**src/rtl/uart2sys_pkg.sv**
```systemverilog
// Shared definitions for the UART-to-system word unpacker: default sizes and FSM encoding.
package uart2sys_pkg;

  localparam int DEF_IN_W     = 64;
  localparam int DEF_OUT_W    = 32;
  localparam int DEF_ADDR_W   = 16;
  localparam int DEF_DEPTH    = 16;
  localparam int DEF_HI_FIRST = 0;

  typedef enum logic [1:0] {
    ST_IDLE = 2'd0,
    ST_WAIT = 2'd1,
    ST_EMIT = 2'd2
  } state_e;

endpackage

```
**src/rtl/uart2sys_sfifo.sv**
```systemverilog
// Synchronous first-word-fall-through FIFO with flush; a push on full is taken only alongside a pop.
module uart2sys_sfifo #(
  parameter int WIDTH = 64,
  parameter int DEPTH = 16
) (
  input  logic             clk_i,
  input  logic             rst_ni,
  input  logic             flush_i,
  input  logic             push_i,
  input  logic             pop_i,
  input  logic [WIDTH-1:0] wdata_i,
  output logic [WIDTH-1:0] rdata_o,
  output logic             full_o,
  output logic             empty_o
);

  localparam int AW = $clog2(DEPTH);

  logic [WIDTH-1:0] mem [DEPTH];
  logic [AW:0]      wr_ptr_q, wr_ptr_d;
  logic [AW:0]      rd_ptr_q, rd_ptr_d;
  logic             do_push;
  logic             do_pop;

  assign empty_o = (wr_ptr_q == rd_ptr_q);
  assign full_o  = (wr_ptr_q[AW] != rd_ptr_q[AW]) &&
                   (wr_ptr_q[AW-1:0] == rd_ptr_q[AW-1:0]);
  assign rdata_o = mem[rd_ptr_q[AW-1:0]];

  // On full, the slot being written is the head, which leaves the FIFO on this same edge.
  assign do_push = push_i && !flush_i && (!full_o || pop_i);
  assign do_pop  = pop_i && !flush_i && !empty_o;

  always_comb begin
    wr_ptr_d = wr_ptr_q;
    rd_ptr_d = rd_ptr_q;
    if (flush_i) begin
      wr_ptr_d = '0;
      rd_ptr_d = '0;
    end else begin
      if (do_push) wr_ptr_d = wr_ptr_q + 1'b1;
      if (do_pop)  rd_ptr_d = rd_ptr_q + 1'b1;
    end
  end

  always_ff @(posedge clk_i or negedge rst_ni) begin
    if (!rst_ni) begin
      wr_ptr_q <= '0;
      rd_ptr_q <= '0;
    end else begin
      wr_ptr_q <= wr_ptr_d;
      rd_ptr_q <= rd_ptr_d;
    end
  end

  always_ff @(posedge clk_i) begin
    if (do_push) mem[wr_ptr_q[AW-1:0]] <= wdata_i;
  end

endmodule

```
**src/rtl/uart2sys_unpack.sv**
```systemverilog
// Splits IN_W words from a FIFO into RATIO system writes of OUT_W bits at wrapping sequential addresses.
module uart2sys_unpack
  import uart2sys_pkg::*;
#(
  parameter int IN_W     = DEF_IN_W,
  parameter int OUT_W    = DEF_OUT_W,
  parameter int ADDR_W   = DEF_ADDR_W,
  parameter int DEPTH    = DEF_DEPTH,
  parameter int HI_FIRST = DEF_HI_FIRST
) (
  input  logic              clk_cpu,
  input  logic              rstn,
  input  logic [IN_W-1:0]   data_i,
  input  logic              data_vld_i,
  output logic              data_rdy_o,
  input  logic [ADDR_W-1:0] addr_init,
  input  logic              addr_init_vld_i,
  input  logic [ADDR_W-1:0] addr_last_i,
  input  logic              sys_stall_i,
  output logic [OUT_W-1:0]  sys_data_o,
  output logic [ADDR_W-1:0] sys_addr_o,
  output logic              sys_wren_o,
  output logic [31:0]       word_cnt_o,
  output logic              ovf_o,
  output logic              busy_o,
  output logic [1:0]        dbg_state_o
);

  localparam int RATIO = IN_W / OUT_W;
  localparam int IDX_W = (RATIO > 1) ? $clog2(RATIO) : 1;

  // Handshake: a word is taken on an edge where data_vld_i && data_rdy_o and no flush is
  // requested; data_rdy_o is high when the FIFO has room or its head leaves on the same edge.

  state_e            state_q, state_d;
  logic [IN_W-1:0]   hold_q, hold_d;
  logic [IDX_W-1:0]  idx_q, idx_d;
  logic [ADDR_W-1:0] addr_q, addr_d;
  logic [OUT_W-1:0]  sys_data_q, sys_data_d;
  logic [ADDR_W-1:0] sys_addr_q, sys_addr_d;
  logic              wren_q, wren_d;
  logic [31:0]       cnt_q, cnt_d;
  logic              ovf_q, ovf_d;

  logic              fifo_push, fifo_pop, fifo_full, fifo_empty;
  logic [IN_W-1:0]   fifo_rdata;
  logic              last_slice;

  function automatic logic [OUT_W-1:0] slice_of(input logic [IN_W-1:0] w,
                                                input logic [IDX_W-1:0] k);
    int pos;
    pos = (HI_FIRST != 0) ? (RATIO - 1 - int'(k)) : int'(k);
    return w[pos*OUT_W +: OUT_W];
  endfunction

  assign last_slice = (idx_q == IDX_W'(RATIO - 1));
  assign fifo_pop   = !addr_init_vld_i && !fifo_empty && !sys_stall_i &&
                      ((state_q == ST_WAIT) || ((state_q == ST_EMIT) && last_slice));
  assign data_rdy_o = !fifo_full || fifo_pop;
  assign fifo_push  = data_vld_i && data_rdy_o && !addr_init_vld_i;

  uart2sys_sfifo #(
    .WIDTH (IN_W),
    .DEPTH (DEPTH)
  ) u_fifo (
    .clk_i   (clk_cpu),
    .rst_ni  (rstn),
    .flush_i (addr_init_vld_i),
    .push_i  (fifo_push),
    .pop_i   (fifo_pop),
    .wdata_i (data_i),
    .rdata_o (fifo_rdata),
    .full_o  (fifo_full),
    .empty_o (fifo_empty)
  );

  always_comb begin
    state_d    = state_q;
    hold_d     = hold_q;
    idx_d      = idx_q;
    addr_d     = addr_q;
    sys_data_d = sys_data_q;
    sys_addr_d = sys_addr_q;
    wren_d     = 1'b0;
    cnt_d      = cnt_q;
    ovf_d      = ovf_q | (data_vld_i && !data_rdy_o);
    if (addr_init_vld_i) begin
      state_d = ST_WAIT;
      idx_d   = '0;
      addr_d  = addr_init;
      cnt_d   = '0;
      ovf_d   = 1'b0;
    end else begin
      unique case (state_q)
        ST_IDLE: begin
          state_d = ST_WAIT;
          addr_d  = addr_init;
        end
        ST_WAIT: begin
          if (fifo_pop) begin
            hold_d  = fifo_rdata;
            idx_d   = '0;
            state_d = ST_EMIT;
          end
        end
        ST_EMIT: begin
          if (!sys_stall_i) begin
            wren_d     = 1'b1;
            sys_data_d = slice_of(hold_q, idx_q);
            sys_addr_d = addr_q;
            addr_d     = (addr_q == addr_last_i) ? addr_init : addr_q + 1'b1;
            if (cnt_q != '1) cnt_d = cnt_q + 1'b1;
            if (last_slice) begin
              idx_d = '0;
              // Back-to-back words continue without a bubble cycle.
              if (fifo_pop) hold_d  = fifo_rdata;
              else          state_d = ST_WAIT;
            end else begin
              idx_d = idx_q + 1'b1;
            end
          end
        end
        default: state_d = ST_IDLE;
      endcase
    end
  end

  always_ff @(posedge clk_cpu or negedge rstn) begin
    if (!rstn) begin
      state_q    <= ST_IDLE;
      hold_q     <= '0;
      idx_q      <= '0;
      addr_q     <= '0;
      sys_data_q <= '0;
      sys_addr_q <= '0;
      wren_q     <= 1'b0;
      cnt_q      <= '0;
      ovf_q      <= 1'b0;
    end else begin
      state_q    <= state_d;
      hold_q     <= hold_d;
      idx_q      <= idx_d;
      addr_q     <= addr_d;
      sys_data_q <= sys_data_d;
      sys_addr_q <= sys_addr_d;
      wren_q     <= wren_d;
      cnt_q      <= cnt_d;
      ovf_q      <= ovf_d;
    end
  end

  assign sys_data_o  = sys_data_q;
  assign sys_addr_o  = sys_addr_q;
  assign sys_wren_o  = wren_q;
  assign word_cnt_o  = cnt_q;
  assign ovf_o       = ovf_q;
  assign busy_o      = !fifo_empty || (state_q == ST_EMIT);
  assign dbg_state_o = state_q;

endmodule

```
**config.mk**
```make
export PLATFORM = sky130hd
export DESIGN_NAME = uart2sys_unpack
export DESIGN_NICKNAME = d
export VERILOG_FILES = /design/src/rtl/uart2sys_pkg.sv /design/src/rtl/uart2sys_sfifo.sv /design/src/rtl/uart2sys_unpack.sv
export SDC_FILE = /design/constraint.sdc
export NUM_CORES = 1
export LEC_CHECK = 0
export CORE_ASPECT_RATIO = 2
export CORE_MARGIN = 3
export CORE_UTILIZATION = 52
export CTS_BUF_LIST = sky130_fd_sc_hd__clkbuf_4 sky130_fd_sc_hd__clkbuf_8 sky130_fd_sc_hd__clkbuf_16
export DETAILED_ROUTE_END_ITERATION = 8
export PLACE_DENSITY_LB_ADDON = 0.08
export RECOVER_POWER = 100
export SYNTH_ARGS = -nofsm -noshare
export SYNTH_HDL_FRONTEND = slang
export SYNTH_SLANG_ARGS = --single-unit
```
**constraint.sdc**
```tcl
create_clock -name clk_cpu -period 7.45 [get_ports clk_cpu]
set_input_delay 1.1175 -clock clk_cpu [delete_from_list [all_inputs] [get_ports clk_cpu]]
set_output_delay 1.1175 -clock clk_cpu [all_outputs]
set_load 0.03 [all_outputs]
```
==> reports/summary.txt <==
routed via count - 23500
total power - 0.0151 W
hold endpoint - sys_addr_o[2]
count of different cell masters after synthesis - 54
Core ar. - 89200 µm²
Mapped Avg Cell Area - 19.8 µm²
Area Overhead vs Synth - 13.5%
area of the die - 93800 µm²
Final Setup Violations - 0
MaxCap Viol Count - 12
critical path cell sequence - buf_2 > clkbuf_1 > o31ai_1 > nor2_1 > inv_1 > dlygate4sd3_1
fin nets - 2660
crit path buf inv count - 4
Final Util - 0.595
largest stage delay on the critical path - 1.84 ns
HP Class - flip-flop to flip-flop
Final period util - 0.785
VDD IR max - 0.247 mV
Row Count - 155
Worst Setup Start Kind - input pin
Seq/Total Area, Yosys - 0.751
Reg clk slew, reported paths - 0.06 ns
vias per cell - 6.16
Die Wd - 218 µm
Ports - 187
largest net degree at the start of global routing - 111
PD cells - 284 nW/µm²
Critical Setup Path Class - input pin to output pin
I/O Buffers - 186
global route overflow - 0
vias in the first global route - 25000
Tmin final - 5.85 ns
EDFF count, synth - 1024
# H-tree levels - 3
critical hold path startpoint - sys_addr_o[2]
gpl congestion - 0.813
outcome - complete, but fails checks
# DRC - 0
critical path data required time - 6.33 ns
GR Util All Layers - 0.251
cts bufs inserted - 100
Worst Hold Depth - 1
failing checks - max-capacitance violations, max-slew violations
CTS root buf - clkbuf_16
Post-CTS Resized - 0
Placed Cells incl. Taps - 3624
CTS tree - yes
# clock sinks - 1199
share of layout cells above drive strength 1 - 0.213
Least-Margin Pin Slew - 3.99 ns
reg2reg start - u_fifo.rd_ptr_q[0]
Setup Skew - 0.0266 ns
Detailed Place HPWL - 70.1 mm
die height - 430 µm
Critical Path AT - 4.73 ns
Pre-Repair DR Iteration Count - 5
Final Slew Violations - 565
syn nets - 2473
CTS Hold Bufs - 0
area of the mapped netlist - 46800 µm²
clk_lat worst skew - 0.69 ns
Yosys warning count - 0
Fillers - 6577
Async S/R FF share, synth - 0.146
DRT Wirelength - 115 mm
DR iter-0 viols - 2142
setup_tns - 0 ns
initial antenna violation count - 19
Achievable Freq - 0.171 GHz
global-route wire length before repair - 170 mm
Synth Flop Type - edfxtp_1
post-CTS setup buffers - 0
final instance area - 53100 µm²
FF-to-FF setup slack - 2.25 ns
RSZ-0062 raised after global routing - false
final std cells w/o fill - 3817
FF-to-FF path depth - 6
Antenna Nets Post-Route - 0
Mapped Cells - 2362
final hold vios - 0
relative slew slack - -1.66
r2r endpoint - u_fifo.mem[4][31]
DR WL/cell - 30.3 µm
Initial Util - 0.524
Leak Pwr - 17.3 nW
Top delay family on crit path - buffers and inverters
CTS max path bufs - 3
CP max FO - 59
placed standard-cell area - 49900 µm²
CP endpoint kind - output pin
register bit total from synthesis - 1199
Slowest cell on crit path - clkbuf_1
[layout make-up]
| cell class | count | area, µm² | share of cell area |
|---|---|---|---|
| Sequential cell | 1199 | 35100 | 0.662 |
| Antenna cell | 7 | 17.5 | 0.000330 |
| Inverter | 12 | 45.0 | 0.000849 |
| Tap cell | 1177 | 1470 | 0.0278 |
| Multi-Input combinational cell | 1016 | 11000 | 0.208 |
| Clock buffer | 131 | 2790 | 0.0526 |
| Timing Repair Buffer | 220 | 2120 | 0.0399 |
| Clock inverter | 55 | 450 | 0.00849 |
[registers in the layout, summed over array words and instances, names as in the netlist, 5 cells and up]
name             cells
sys_data_o          32
word_cnt_o          32
u_fifo.mem        1024
addr_q              16
u_fifo.wr_ptr_q      5
sys_addr_o          16
u_fifo.rd_ptr_q      5
hold_q              64
[how the worst max path moves through the flow]
stage	startpoint	end	slack [ns]	cells past startpoint
after global routing	addr_init_vld_i	data_rdy_o	1.36	6
after floorplan	addr_init_vld_i	u_fifo.mem[3][0]	0.56	4
after detailed placement	sys_stall_i	u_fifo.mem[13][56]	2.45	6
final	addr_init_vld_i	data_rdy_o	1.60	6
after CTS	dbg_state_o[0]	data_rdy_o	3.01	7
after global placement	sys_stall_i	u_fifo.mem[13][57]	2.45	6
[power breakdown]
part           switching (W)  internal [W]
registers           0.000388       0.00769
clock network        0.00234       0.00285
logic                0.00103      0.000799
[layer usage]
metal | GRT usage | wire, µm | vias up
met4 | 0.0899 | 4290 | 8
li1 | - | - | 10000
met3 | 0.0402 | 6010 | 188
met5 | 0 | 51 | -
met2 | 0.453 | 62900 | 729
met1 | 0.303 | 42200 | 12500
[synth_stat cells (all sizes together) (12+ instances only)]
cell type | count | area [µm²]
o211ai | 25 | 188
a22oi | 128 | 961
a21oi | 65 | 329
or4 | 18 | 135
and3 | 22 | 138
o21ai | 16 | 83.8
inv | 12 | 45.0
nor2b | 16 | 100
nand2 | 119 | 447
o31ai | 17 | 128
dfrtp | 175 | 4380
clkbuf | 79 | 297
edfxtp | 1024 | 30700
mux2i | 35 | 350
buf | 56 | 310
nand4 | 17 | 113
nor2 | 61 | 229
nand3 | 19 | 100
mux2 | 86 | 968
mux4 | 256 | 5770
xor2 | 21 | 184
nor3 | 16 | 85.1
[metrics by stage]
| step | setup slack [ns] | hold WS (ns) |
|---|---|---|
| after floorplan | 0.563 | 0.469 |
| after global placement | 2.45 | 0.488 |
| after detailed placement | 2.45 | 0.496 |
| after CTS | 3.01 | 0.511 |
| after global routing | 1.36 | 0.519 |
| final | 1.60 | 0.499 |
[placed cells by master, fill, tap and decap left out, types with 13 or more instances in the layout]
master | Yosys | routed
edfxtp_1 | 1024 | 1024
mux4_2 | 256 | 256
dfrtp_1 | 175 | 173
dlygate4sd3_1 | 0 | 150
a22oi_1 | 128 | 128
nand2_1 | 119 | 119
clkbuf_16 | 0 | 102
mux2_2 | 86 | 86
a21oi_1 | 64 | 65
nor2_1 | 61 | 59
mux2i_1 | 35 | 35
clkdlybuf4s50_1 | 0 | 34
clkbuf_4 | 0 | 26
o211ai_1 | 25 | 25
clkinv_1 | 0 | 24
xor2_1 | 21 | 21
buf_4 | 1 | 21
nand3_1 | 18 | 18
or4_1 | 18 | 18
nand4_1 | 16 | 17
o31ai_1 | 17 | 17
o21ai_0 | 14 | 16
nor2b_1 | 16 | 14
nor3_1 | 15 | 14
clkinv_2 | 0 | 13
[cell families after synthesis]
logic type	count (synthesis)	share of synthesized area
adders and majority gates	10	0.00268
AOI/OAI and AO/OA	268	0.0395
DFF	1199	0.751
xor gates and xnor gates	27	0.00506
and+or+nand+nor	334	0.0360
muxes	377	0.152
buffers and inverters	147	0.0139
Note: power is estimated with default switching activity, not from simulation.
